### src/rtl/uart_pkg.sv
// Shared UART definitions: FSM state encoding and parity-mode codes used by TX and RX.
package uart_pkg;

    typedef enum logic [2:0] {
        StIdle   = 3'd0,
        StStart  = 3'd1,
        StData   = 3'd2,
        StParity = 3'd3,
        StStop   = 3'd4
    } uart_state_e;

    localparam logic [1:0] PAR_NONE = 2'b00;
    localparam logic [1:0] PAR_EVEN = 2'b01;
    localparam logic [1:0] PAR_ODD  = 2'b10;

    function automatic logic parity_enabled(logic [1:0] mode);
        return (mode == PAR_EVEN) || (mode == PAR_ODD);
    endfunction

    // Odd parity inverts the XOR reduction of the payload.
    function automatic logic parity_bit(logic [1:0] mode, logic payload_xor);
        return (mode == PAR_ODD) ? ~payload_xor : payload_xor;
    endfunction

endpackage

### src/rtl/uart_baud_tick.sv
// Bit timer: counts 0..CLKS_PER_BIT-1 while enabled and flags the terminal count.
module uart_baud_tick #(
    parameter int unsigned CLKS_PER_BIT = 868,
    localparam int unsigned CNT_W = $clog2(CLKS_PER_BIT)
) (
    input  logic             clock,
    input  logic             reset_n,
    input  logic             clear,
    input  logic             enable,
    output logic             tick,
    output logic [CNT_W-1:0] count
);

    localparam logic [CNT_W-1:0] LAST = CNT_W'(CLKS_PER_BIT - 1);

    assign tick = enable && (count == LAST);

    always_ff @(posedge clock or negedge reset_n) begin
        if (!reset_n) begin
            count <= '0;
        end else if (clear) begin
            count <= '0;
        end else if (enable) begin
            count <= tick ? '0 : count + CNT_W'(1);
        end
    end

endmodule

### src/rtl/uart_tx_cfg.sv
// Configurable UART transmitter: 5..9 data bits, optional even/odd parity, one or two stop bits.
module uart_tx_cfg
    import uart_pkg::*;
#(
    parameter int unsigned DATA_BITS    = 8,
    parameter int unsigned CLKS_PER_BIT = 868
) (
    input  logic                 clock,
    input  logic                 reset_n,
    input  logic                 tx_valid,
    input  logic [DATA_BITS-1:0] tx_data,
    input  logic [1:0]           parity_mode,
    input  logic                 stop_two,
    output logic                 tx_ready,
    output logic                 tx_serial,
    output logic                 tx_busy,
    output logic                 tx_done
);

    localparam int unsigned CNT_W = $clog2(CLKS_PER_BIT);
    localparam int unsigned IDX_W = $clog2(DATA_BITS);
    localparam logic [IDX_W-1:0] LAST_BIT = IDX_W'(DATA_BITS - 1);
    localparam logic [CNT_W-1:0] PRE_LAST = CNT_W'(CLKS_PER_BIT - 2);

    uart_state_e          state_q;
    logic [DATA_BITS-1:0] data_q;
    logic [1:0]           mode_q;
    logic                 two_q;
    logic [IDX_W-1:0]     bit_idx_q;
    logic [IDX_W-1:0]     next_idx;
    logic                 stop_idx_q;
    logic                 stop_last;
    logic                 tick;
    logic [CNT_W-1:0]     count;

    assign tx_ready  = (state_q == StIdle);
    assign tx_busy   = (state_q != StIdle);
    assign next_idx  = bit_idx_q + IDX_W'(1);
    assign stop_last = (stop_idx_q == two_q);

    uart_baud_tick #(
        .CLKS_PER_BIT(CLKS_PER_BIT)
    ) u_baud_tick (
        .clock  (clock),
        .reset_n(reset_n),
        .clear  (tx_ready),
        .enable (tx_busy),
        .tick   (tick),
        .count  (count)
    );

    always_ff @(posedge clock or negedge reset_n) begin
        if (!reset_n) begin
            state_q    <= StIdle;
            tx_serial  <= 1'b1;
            tx_done    <= 1'b0;
            data_q     <= '0;
            mode_q     <= PAR_NONE;
            two_q      <= 1'b0;
            bit_idx_q  <= '0;
            stop_idx_q <= 1'b0;
        end else begin
            tx_done <= 1'b0;
            unique case (state_q)
                StIdle: begin
                    tx_serial  <= 1'b1;
                    bit_idx_q  <= '0;
                    stop_idx_q <= 1'b0;
                    if (tx_valid) begin
                        data_q    <= tx_data;
                        mode_q    <= parity_mode;
                        two_q     <= stop_two;
                        state_q   <= StStart;
                        tx_serial <= 1'b0;
                    end
                end
                StStart: begin
                    if (tick) begin
                        state_q   <= StData;
                        tx_serial <= data_q[0];
                    end
                end
                StData: begin
                    if (tick) begin
                        if (bit_idx_q == LAST_BIT) begin
                            bit_idx_q <= '0;
                            if (parity_enabled(mode_q)) begin
                                state_q   <= StParity;
                                tx_serial <= parity_bit(mode_q, ^data_q);
                            end else begin
                                state_q   <= StStop;
                                tx_serial <= 1'b1;
                            end
                        end else begin
                            bit_idx_q <= next_idx;
                            tx_serial <= data_q[next_idx];
                        end
                    end
                end
                StParity: begin
                    if (tick) begin
                        state_q   <= StStop;
                        tx_serial <= 1'b1;
                    end
                end
                StStop: begin
                    // Registered pulse: raise it one cycle early so it lands on the final cycle.
                    if (stop_last && (count == PRE_LAST)) begin
                        tx_done <= 1'b1;
                    end
                    if (tick) begin
                        if (stop_last) begin
                            state_q    <= StIdle;
                            stop_idx_q <= 1'b0;
                        end else begin
                            stop_idx_q <= 1'b1;
                        end
                    end
                end
                default: begin
                    state_q   <= StIdle;
                    tx_serial <= 1'b1;
                end
            endcase
        end
    end

endmodule

### config.mk
export PLATFORM = sky130hd
export DESIGN_NAME = uart_tx_cfg
export DESIGN_NICKNAME = d
export VERILOG_FILES = /design/src/rtl/uart_pkg.sv /design/src/rtl/uart_baud_tick.sv /design/src/rtl/uart_tx_cfg.sv
export SDC_FILE = /design/constraint.sdc
export NUM_CORES = 1
export LEC_CHECK = 0
export BUFFER_PORTS_ARGS = -buffer_cell sky130_fd_sc_hd__buf_2
export CORE_MARGIN = 4
export CORE_UTILIZATION = 50
export DETAILED_ROUTE_END_ITERATION = 10
export GPL_TIMING_DRIVEN = 0
export PLACE_DENSITY = 0.71
export SKIP_LAST_GASP = 1
export SYNTH_ARGS = -nofsm -noshare
export SYNTH_HDL_FRONTEND = slang
export SYNTH_HIERARCHICAL = 1
export SYNTH_SLANG_ARGS = --single-unit
### constraint.sdc
create_clock -name clock -period 3 [get_ports clock]
set_clock_uncertainty 0.15 [all_clocks]
set_input_delay 0.3 -clock clock [delete_from_list [all_inputs] [get_ports clock]]
set_output_delay 0.3 -clock clock [all_outputs]
set_load 0.05 [all_outputs]
* After elaboration in Yosys (flattened, before gate mapping)
Cells that the tools add are included.
Storage, ports and cells: register bits after elaboration 30, input port bits 14, output and inout bits 4, logic and storage cells 75
Cells by class: add/sub/neg operators 2, order comparisons 1, equal/unequal tests 17, multiplexer cells 30, bitwise operators 2, reduce and logical (&&, ||, !) cells 14
Operators by type and width (number):
- 10-bit 2-to-1 mux | 3
- 3-bit 2-to-1 mux | 10
- 10-bit == test, second input constant | 2
- 3-bit case mux with 5 select lines | 1
- 1-bit 2-to-1 mux | 12
- 10-bit by 1-bit adder with 10-bit output, second input constant | 1
- 2-bit by 1-bit != test with 1-bit output, second input constant | 4
- 8-bit XOR reduction | 1
- 7-bit AND reduction | 1
- 3-bit by 2-bit == test with 1-bit output, second input constant | 2
- 3-bit == test, second input constant | 2
- 2-bit != test, second input constant | 3
- 3-bit case mux with 2 select lines | 1
- 2-bit AND reduction | 3
- 2-bit nonzero test | 3
- 1-bit case mux with 5 select lines | 1
- 3-bit by 4-bit < comparator with 1-bit output, second input constant | 1
- 4-bit AND reduction | 1
- 3-bit by 1-bit adder with 3-bit output, second input constant | 1
- 1-bit binary-select mux with 3-bit select | 1
- 3-bit by 1-bit == test with 1-bit output, second input constant | 1
- 3-bit logical NOT | 1
- 3-bit nonzero test | 1
- 2-bit by 1-bit == test with 1-bit output, second input constant | 1
- other kinds (6) | 8

* Longest topological paths before layout
Gate-level depths: netlist (run 1).
word-level depth 7, gate-level depth with buffers 12, depth with buffers taken out 10

* Hierarchy
The synthesis (run 1) kept the hierarchy.
Modules (own cells, without submodules):
- uart_tx_cfg | instances 1, cells each 113, area each 1157.4 um^2, seq. area each 501.7 um^2
- uart_baud_tick | instances 1, cells each 57, area each 556.8 um^2, seq. area each 250.2 um^2

* Worst setup path after synthesis (run 1)
OpenSTA, ideal clock, no wires.
kind register to register, start reg state_q[2], end reg state_q[2], library setup time 0.129 ns, data arrival time 3.210 ns, data required time 2.721 ns, path slack -0.488 ns, stages on the path, launching flop included 11, buffers on the path 2, period minus slack after synthesis 3.488 ns, path through dfrtp_1 > buf_2 > or2_1 > nor2_1 > inv_1 > nand4_2 > nor4_4 > buf_2 > nand2_1 > a21boi_1 > o22ai_1
Between the ends: elaborated cells between the ends (all ways) 16, classes of those cells eq/ne (11); mux (1); reduce/logical (4)
RTL lines:
- from (decl) | RTL line uart_tx_cfg.sv:25 | uart_state_e state_q;
- from (signal assigned) | RTL line uart_tx_cfg.sv:54 | state_q <= StIdle;
- from (signal assigned) | RTL line uart_tx_cfg.sv:73 | state_q <= StStart;
- from (signal assigned) | RTL line uart_tx_cfg.sv:79 | state_q <= StData;
- 3-bit logical NOT (*)
- named net tx_ready | RTL line uart_tx_cfg.sv:14 | output logic tx_ready,
- 2-bit != test (no line)
- 7-bit AND reduction (no line)
The timed path passes the listed nets; every way through them passes the cells marked *. A chain may end at the register's enable or synchronous reset.

* Final worst setup path (run 1)
start reg state_q[0], end reg bit_idx_q[1]
Between the ends: longest elaborated chain between the ends 4, elaborated cells between the ends (all ways) 8, classes of those cells eq/ne (2); mux (1); reduce/logical (5)
RTL lines:
- 3-bit nonzero test | RTL line uart_tx_cfg.sv:37 | assign tx_busy = (state_q != StIdle);
- 1-bit logical AND | RTL line uart_baud_tick.sv:16 | assign tick = enable && (count == LAST);
- named net tick | RTL line uart_tx_cfg.sv:33 | logic tick;
- 2-bit by 1-bit != test with 1-bit output (no line)
- 2-bit AND reduction (no line)
- to (signal assigned) | RTL line uart_tx_cfg.sv:95 | bit_idx_q <= next_idx;
- to (decl) | RTL line uart_tx_cfg.sv:29 | logic [IDX_W-1:0] bit_idx_q;
The timed path passes the listed nets, and every way through them passes these cells.

==> flow_metrics.env, run 1 <==
export IMPL_num_rows=20
export IMPL_clock_path_buffers=2
export IMPL_synth_area_leaders="dfrtp_1, mux2_1, xnor2_1"
export IMPL_most_common_layout_cells="dfrtp_1, buf_2, nor2_1"
export IMPL_required_ps=3100
export IMPL_post_place_ws_ps=326
export IMPL_synth_top_area_share_pct=42.3
export IMPL_num_vias=1333
export IMPL_wirelength_um=3380
export IMPL_crit_fanout=10
export IMPL_tightest_slew_ps=654
export IMPL_yosys_register_bits=30
export IMPL_rsz0062_at_grt="no"
export IMPL_p_per_area_nw_per_um2=371
export IMPL_synth_area_leader_cell="dfrtp_1"
export IMPL_grt_max_degree=31
export IMPL_critPathArrivalTime_ps=2730
export IMPL_final_setup_tns_ps=0
export IMPL_synth_area_per_cell_um2=10.1
export IMPL_first_global_vias=1324
export IMPL_route_detailed_wl_per_inst_um=14.0
export IMPL_synth_cell_types=44
export IMPL_grtUsageMet3_pct=5.06
export IMPL_hold_violations=0
export IMPL_outcome="finished, final reports clean"
export IMPL_fmax_mhz=380
export IMPL_final_common_cell="dfrtp_1"
export IMPL_die_w_um=66.6
export IMPL_crit_chain="buf_2, or2_1, nor2_4, inv_1, nand4_2, nor4_4, buf_4, inv_1, or3_1, o22ai_1, nand2_1, o21ai_0"
export IMPL_antenna_found_initial=0
export IMPL_clkLatencyLatePin_ps=320
export IMPL_cts_clk_slew_worst_paths_ps=100
export IMPL_nets=215
export IMPL_vias_per_cell=5.51
export IMPL_drc=0
export IMPL_syn_num_nets=188
export IMPL_syn_inst=170
export IMPL_gp_congestion=0.833
export IMPL_p_leak_nw=0.860
export IMPL_dpl_instance_area_um2=1860
export IMPL_whs_ps=32.9
export IMPL_stdcell_area_um2=1950
export IMPL_area_growth_pct=13.6
export IMPL_drt_iter0_markers=93
export IMPL_maxCapViolations=0
export IMPL_slew_viol_final=0
export IMPL_critical_path_top_delay_family="simple AND/OR/NAND/NOR gates"
export IMPL_startpoint_type="register"
export IMPL_ios=18
export IMPL_cts_sinks=30
export IMPL_ys_warnings_count=6
export IMPL_maxSlewHeadroom_pct=56.4
export IMPL_max_stage_delay_ps=360
export IMPL_ir_drop_uv=269
export IMPL_track_usage_pct=18.5
export IMPL_synthesis_area_um2=1710
export IMPL_die_area_um2=4430
export IMPL_busiest_layer="met2"
export IMPL_grtUsageMet2_pct=29.3
export IMPL_hold_path_class="in2reg"
export IMPL_cts_root_buf="clkbuf_4"
export IMPL_antenna_cells=0
export IMPL_finalCritPeriodShare_pct=87.8
export IMPL_antenna_left=0
export IMPL_start_util_pct=54.4
export IMPL_hpwl_um=2520
export IMPL_io_buffers=17
export IMPL_h_tree_depth=2
export IMPL_layout_drive_gt1_share_pct=21.7
export IMPL_numCtsBuffers=5
export IMPL_grt_use_met1_pct=24.7
export IMPL_ys_seq_area_share_pct=43.9
export IMPL_crit_buf_inv=4
export IMPL_ctsResizeCount=0
export IMPL_die_height_um=66.6
export IMPL_path_class="reg2reg"
export IMPL_crit_path_top_delay_cell="or3_1"
export IMPL_layout_min_cycle_time_ps=2630
export IMPL_endpoint_kind="register"
export IMPL_cts_tree="yes"
export IMPL_placeableCoreArea_um2=3150
export IMPL_dr_pass1_iters=4
export IMPL_setup_ws_ps=367
export IMPL_overflow=0
export IMPL_setup_violations=0
export IMPL_crit_top_cell="inv_1"
export IMPL_grt_pass1_wl_um=6160
==> worst paths after layout <==
kind | cells after the start | startpoint | end | slack [ps]
setup / recovery | 12 | state_q[0]$_DFFE_PN0P_ | bit_idx_q[1]$_DFFE_PN0P_ | 370
hold / removal | 2 | tx_data[0] | data_q[0]$_DFFE_PN0P_ | 30
setup reg to reg | 12 | state_q[0]$_DFFE_PN0P_ | bit_idx_q[1]$_DFFE_PN0P_ | 370
hold reg to reg | 1 | mode_q[1]$_DFFE_PN0P_ | mode_q[1]$_DFFE_PN0P_ | 350
max in group asynchronous | 2 | reset_n | u_baud_tick/count[7]$_DFFE_PN0P_ | 1890
min in group asynchronous | 2 | reset_n | bit_idx_q[1]$_DFFE_PN0P_ | 380
==> cell type report <==
cell class	count	area (um^2)
clock buffer	7	55.1
buffer	8	53.8
sequential	30	752
multi-input combinational	124	886
clock inverter	1	5.00
fill	268	1210
timing repair buffer	20	110
tap	44	55.1
inverter	8	30.0
==> synth_stat cells (all sizes together) <==
cell type   n
xor2        4
o211ai      1
nor2       21
a31oi       2
or3         2
clkbuf      1
nand3       3
mux2i       5
xnor2      10
a21o        1
or2b        1
inv         8
nor4b       2
dfstp       1
dfrtp      29
o31ai       1
nor3        4
o22ai       3
a21boi      1
xnor3       1
o311ai      1
buf         7
nand2      15
nor4        2
o2111ai     2
a21oi       2
nand4bb     1
and3        1
o21ai      13
nand2b      3
nand4       4
mux2       10
mux4        1
or2         2
ha          4
a22o        1
==> routing by layer <==
metal | vias to the layer above | routed length, um
li1 | 648 | -
met1 | 655 | 1570
met2 | 25 | 1620
met3 | 5 | 146
met4 | 0 | 53
met5 | - | 0
==> kinds of logic after synthesis <==
group / share of synthesized area, %
compound gates: 10.0
flops: 43.9
xor+xnor: 8.47
simple gates: 19.1
mux: 10.8
fa+ha+maj: 2.92
buf+inv: 4.89
==> worst register-to-register path: cells and delay by family (launching register included) <==
kind,cells,cell delay [ps]
and+or+nand+nor,6,1220
DFF,1,330
buffers and inverters,4,650
AOI/OAI and AO/OA,2,210
==> metrics by stage <==
stage | power (W) | utilization, % | cells
2_1_floorplan | 0.000457 | - | 170
3_3_place_gp | 0.000479 | 59.0 | 231
3_5_place_dp | 0.000481 | 59.0 | 231
4_1_cts | 0.000733 | 61.3 | 240
5_1_grt | 0.000760 | 61.7 | 242
6_report | 0.000722 | 61.7 | 242
==> timing repair <==
item	CTS	global route
endpoints found under the setup margin	0	2
hold buffers	1	0
hold endpoints to repair	29	0
buffers inserted	0	2
==> power by group <==
group	switching (W)	internal (W)	total (W)
Sequential	0.00000669	0.000412	0.000419
Clock	0.000136	0.000113	0.000249
Combinational	0.0000249	0.0000296	0.0000545
Total	0.000167	0.000555	0.000722
==> flip-flops by register name (all words and copies together) (netlist names) <==
signal	count
u_baud_tick/count	10
data_q	8
bit_idx_q	3
state_q	3
mode_q	2
stop_idx_q	1
two_q	1
tx_done	1
tx_serial	1
No activity file was read; power rests on OpenSTA's default activity.
==> run 2, diff against run 1 <==
--- a/config.mk
+++ b/config.mk
@@ -5,12 +5,12 @@
 export SDC_FILE = /design/constraint.sdc
 export NUM_CORES = 1
 export LEC_CHECK = 0
-export BUFFER_PORTS_ARGS = -buffer_cell sky130_fd_sc_hd__buf_2
 export CORE_MARGIN = 4
 export CORE_UTILIZATION = 50
 export DETAILED_ROUTE_END_ITERATION = 10
+export DONT_BUFFER_PORTS = 1
 export GPL_TIMING_DRIVEN = 0
-export PLACE_DENSITY = 0.71
+export PLACE_DENSITY = 0.67
 export SKIP_LAST_GASP = 1
 export SYNTH_ARGS = -nofsm -noshare
 export SYNTH_HDL_FRONTEND = slang
==> run 2 against run 1 <==
Effect of this change:
- clock power barely moved
- register-to-register slack got worse by 290 ps
- sequential share of layout area fell by 1.4 points
==> flow_metrics.env, run 2 (synthesis results as in run 1) <==
export IMPL_outcome="finished, final reports clean"
export IMPL_most_common_layout_cells="dfrtp_1, nor2_1, nand2_1"
export IMPL_cts_clk_slew_worst_paths_ps=90
export IMPL_setup_violations=0
export IMPL_internal_power_w=0.000562
export IMPL_crit_chain="clkbuf_4, or2_4, nor2_4, clkinvlp_4, nand4_4, nor4_4, buf_4, nand3_1, o21ai_1, a21boi_2, a21oi_1, nor2_1"
export IMPL_layout_drive_gt1_share_pct=16.5
export IMPL_hold_violations=0
export IMPL_drc=0
export IMPL_post_place_ws_ps=-130
export IMPL_seqCellArea_um2=753
export IMPL_die_height_um=66.6
export IMPL_io_buffers=0
export IMPL_cts_sinks=30
export IMPL_vias_per_cell=5.57
export IMPL_p_leak_nw=0.850
export IMPL_crit_path_top_delay_cell="clkinvlp_4"
export IMPL_clkLatencyLatePin_ps=330
export IMPL_die_area_um2=4430
export IMPL_clockPowerShare_pct=34.1
export IMPL_dpl_instance_area_um2=1780
export IMPL_required_ps=3120
export IMPL_power_frac_comb_pct=8.6
export IMPL_multi_input_area_um2=907
export IMPL_setup_ws_ps=76.1
export IMPL_numCtsBuffers=5
export IMPL_clock_path_buffers=2
export IMPL_layout_min_cycle_time_ps=2920
export IMPL_die_w_um=66.6
export IMPL_p_per_area_nw_per_um2=361
export IMPL_crit_fanout=10
export IMPL_placeableCoreArea_um2=3150
export IMPL_tightest_slew_ps=482
export IMPL_max_stage_delay_ps=480
export IMPL_cts_tree="yes"
export IMPL_p_sw_w=0.000169
export IMPL_stdcell_area_um2=2020
export IMPL_overflow=0
export IMPL_total_power_w=0.000730
export IMPL_ir_drop_uv=273
export IMPL_hold_path_class="in2reg"
export IMPL_grt_pass1_wl_um=5880
export IMPL_fill_cells=265
export IMPL_antenna_cells=0
export IMPL_whs_ps=222
export IMPL_cts_root_buf="clkbuf_4"
export IMPL_largest_reg_flops=10
export IMPL_critPathArrivalTime_ps=3040
export IMPL_nets=211
export IMPL_swShare_pct=23.1
export IMPL_num_vias=1325
export IMPL_h_tree_depth=2
export IMPL_fmax_mhz=342
export IMPL_route_detailed_wl_per_inst_um=14.9
export IMPL_path_class="reg2reg"
export IMPL_final_setup_tns_ps=0
export IMPL_maxCapViolations=0
export IMPL_num_rows=20
export IMPL_antenna_left=0
export IMPL_endpoint_kind="register"
export IMPL_antenna_found_initial=0
export IMPL_first_global_vias=1260
export IMPL_wirelength_um=3540
export IMPL_maxSlewHeadroom_pct=67.8
export IMPL_final_common_cell="dfrtp_1"
export IMPL_reg_top3="u_baud_tick/count: 10 flops, data_q: 8 flops"
export IMPL_finalCritPeriodShare_pct=97.5
export IMPL_regMostFlops="u_baud_tick/count"
export IMPL_grt_max_degree=31
export IMPL_ios=18
export IMPL_crit_buf_inv=3
export IMPL_start_util_pct=54.4
export IMPL_startpoint_type="register"
export IMPL_critical_path_top_delay_family="simple AND/OR/NAND/NOR gates"
export IMPL_power_frac_seq_pct=57.3
export IMPL_dr_pass1_iters=4
export IMPL_drt_iter0_markers=88
export IMPL_area_growth_pct=18.0
export IMPL_track_usage_pct=18.1
export IMPL_slew_viol_final=0
export IMPL_hpwl_um=2370
export IMPL_gp_congestion=0.833
[run 2: path summary, 6_finish.rpt]
kind / start / to / slack (ps) / cells past startpoint
min in group asynchronous: reset_n / bit_idx_q[2]$_DFFE_PN0P_ / 260 / 2
worst min register to register: mode_q[1]$_DFFE_PN0P_ / mode_q[1]$_DFFE_PN0P_ / 370 / 1
worst min-delay path: tx_valid / state_q[0]$_DFFE_PN0P_ / 220 / 4
max in group asynchronous: reset_n / tx_serial$_DFFE_PN1P_ / 2210 / 2
worst max register to register: state_q[0]$_DFFE_PN0P_ / state_q[1]$_DFFE_PN0P_ / 80 / 12
worst max-delay path: state_q[0]$_DFFE_PN0P_ / state_q[1]$_DFFE_PN0P_ / 80 / 12
[run 2: per-layer routing]
layer / up-vias / track usage [%] / share of wire (%)
li1: 642 / - / -
met3: 8 / 6.24 / 4.9
met5: - / 0 / 0
met1: 642 / 23.5 / 46
met2: 33 / 27.6 / 47
met4: 0 / 6.85 / 2.0
[run 2: final cells by class]
cell class | instances | area share (%)
plain buffers | 6 | 2.29
clock buffers | 7 | 2.72
clock inverters | 1 | 0.247
inverters | 8 | 1.67
multi-input cells | 125 | 44.8
flip-flops and latches | 30 | 37.2
well taps | 44 | 2.72
repair buffers | 16 | 8.04
repair inverters | 1 | 0.247
[run 2: through the flow]
stage	instances	util [%]
after detailed placement	214	56.3
after CTS	237	63.5
after floorplan	170	-
after global routing	238	64.2
final	238	64.2
after global placement	214	56.3
[run 2: power by group through the flow]
stage / sequential, W / combinational [W] / clock (W)
6_report: 0.000418 / 0.0000628 / 0.000249
2_1_floorplan: 0.000425 / 0.0000322 / 0
3_3_place_gp: 0.000426 / 0.0000373 / 0
4_1_cts: 0.000419 / 0.0000625 / 0.000259
3_5_place_dp: 0.000427 / 0.0000382 / 0
5_1_grt: 0.000420 / 0.0000699 / 0.000280
[run 2: worst register-to-register path, stage by stage, from the launching register on]
cell        delay (ps)
dfrtp_1            370
clkbuf_4           190
or2_4              280
nor2_4             390
clkinvlp_4         480
nand4_4            260
nor4_4              70
buf_4              150
nand3_1             70
o21ai_1            100
a21boi_2           170
a21oi_1             90
nor2_1              90
[run 2: timing repair]
item / in CTS / in global routing
hold buffers: 13 / 0
hold endpoints to repair: 41 / 0
setup buffers: 0 / 3
gates cloned: 2 / 0
gates resized for setup: 3 / 3
pin swaps: 2 / 3
endpoints found under the setup margin: 7 / 3
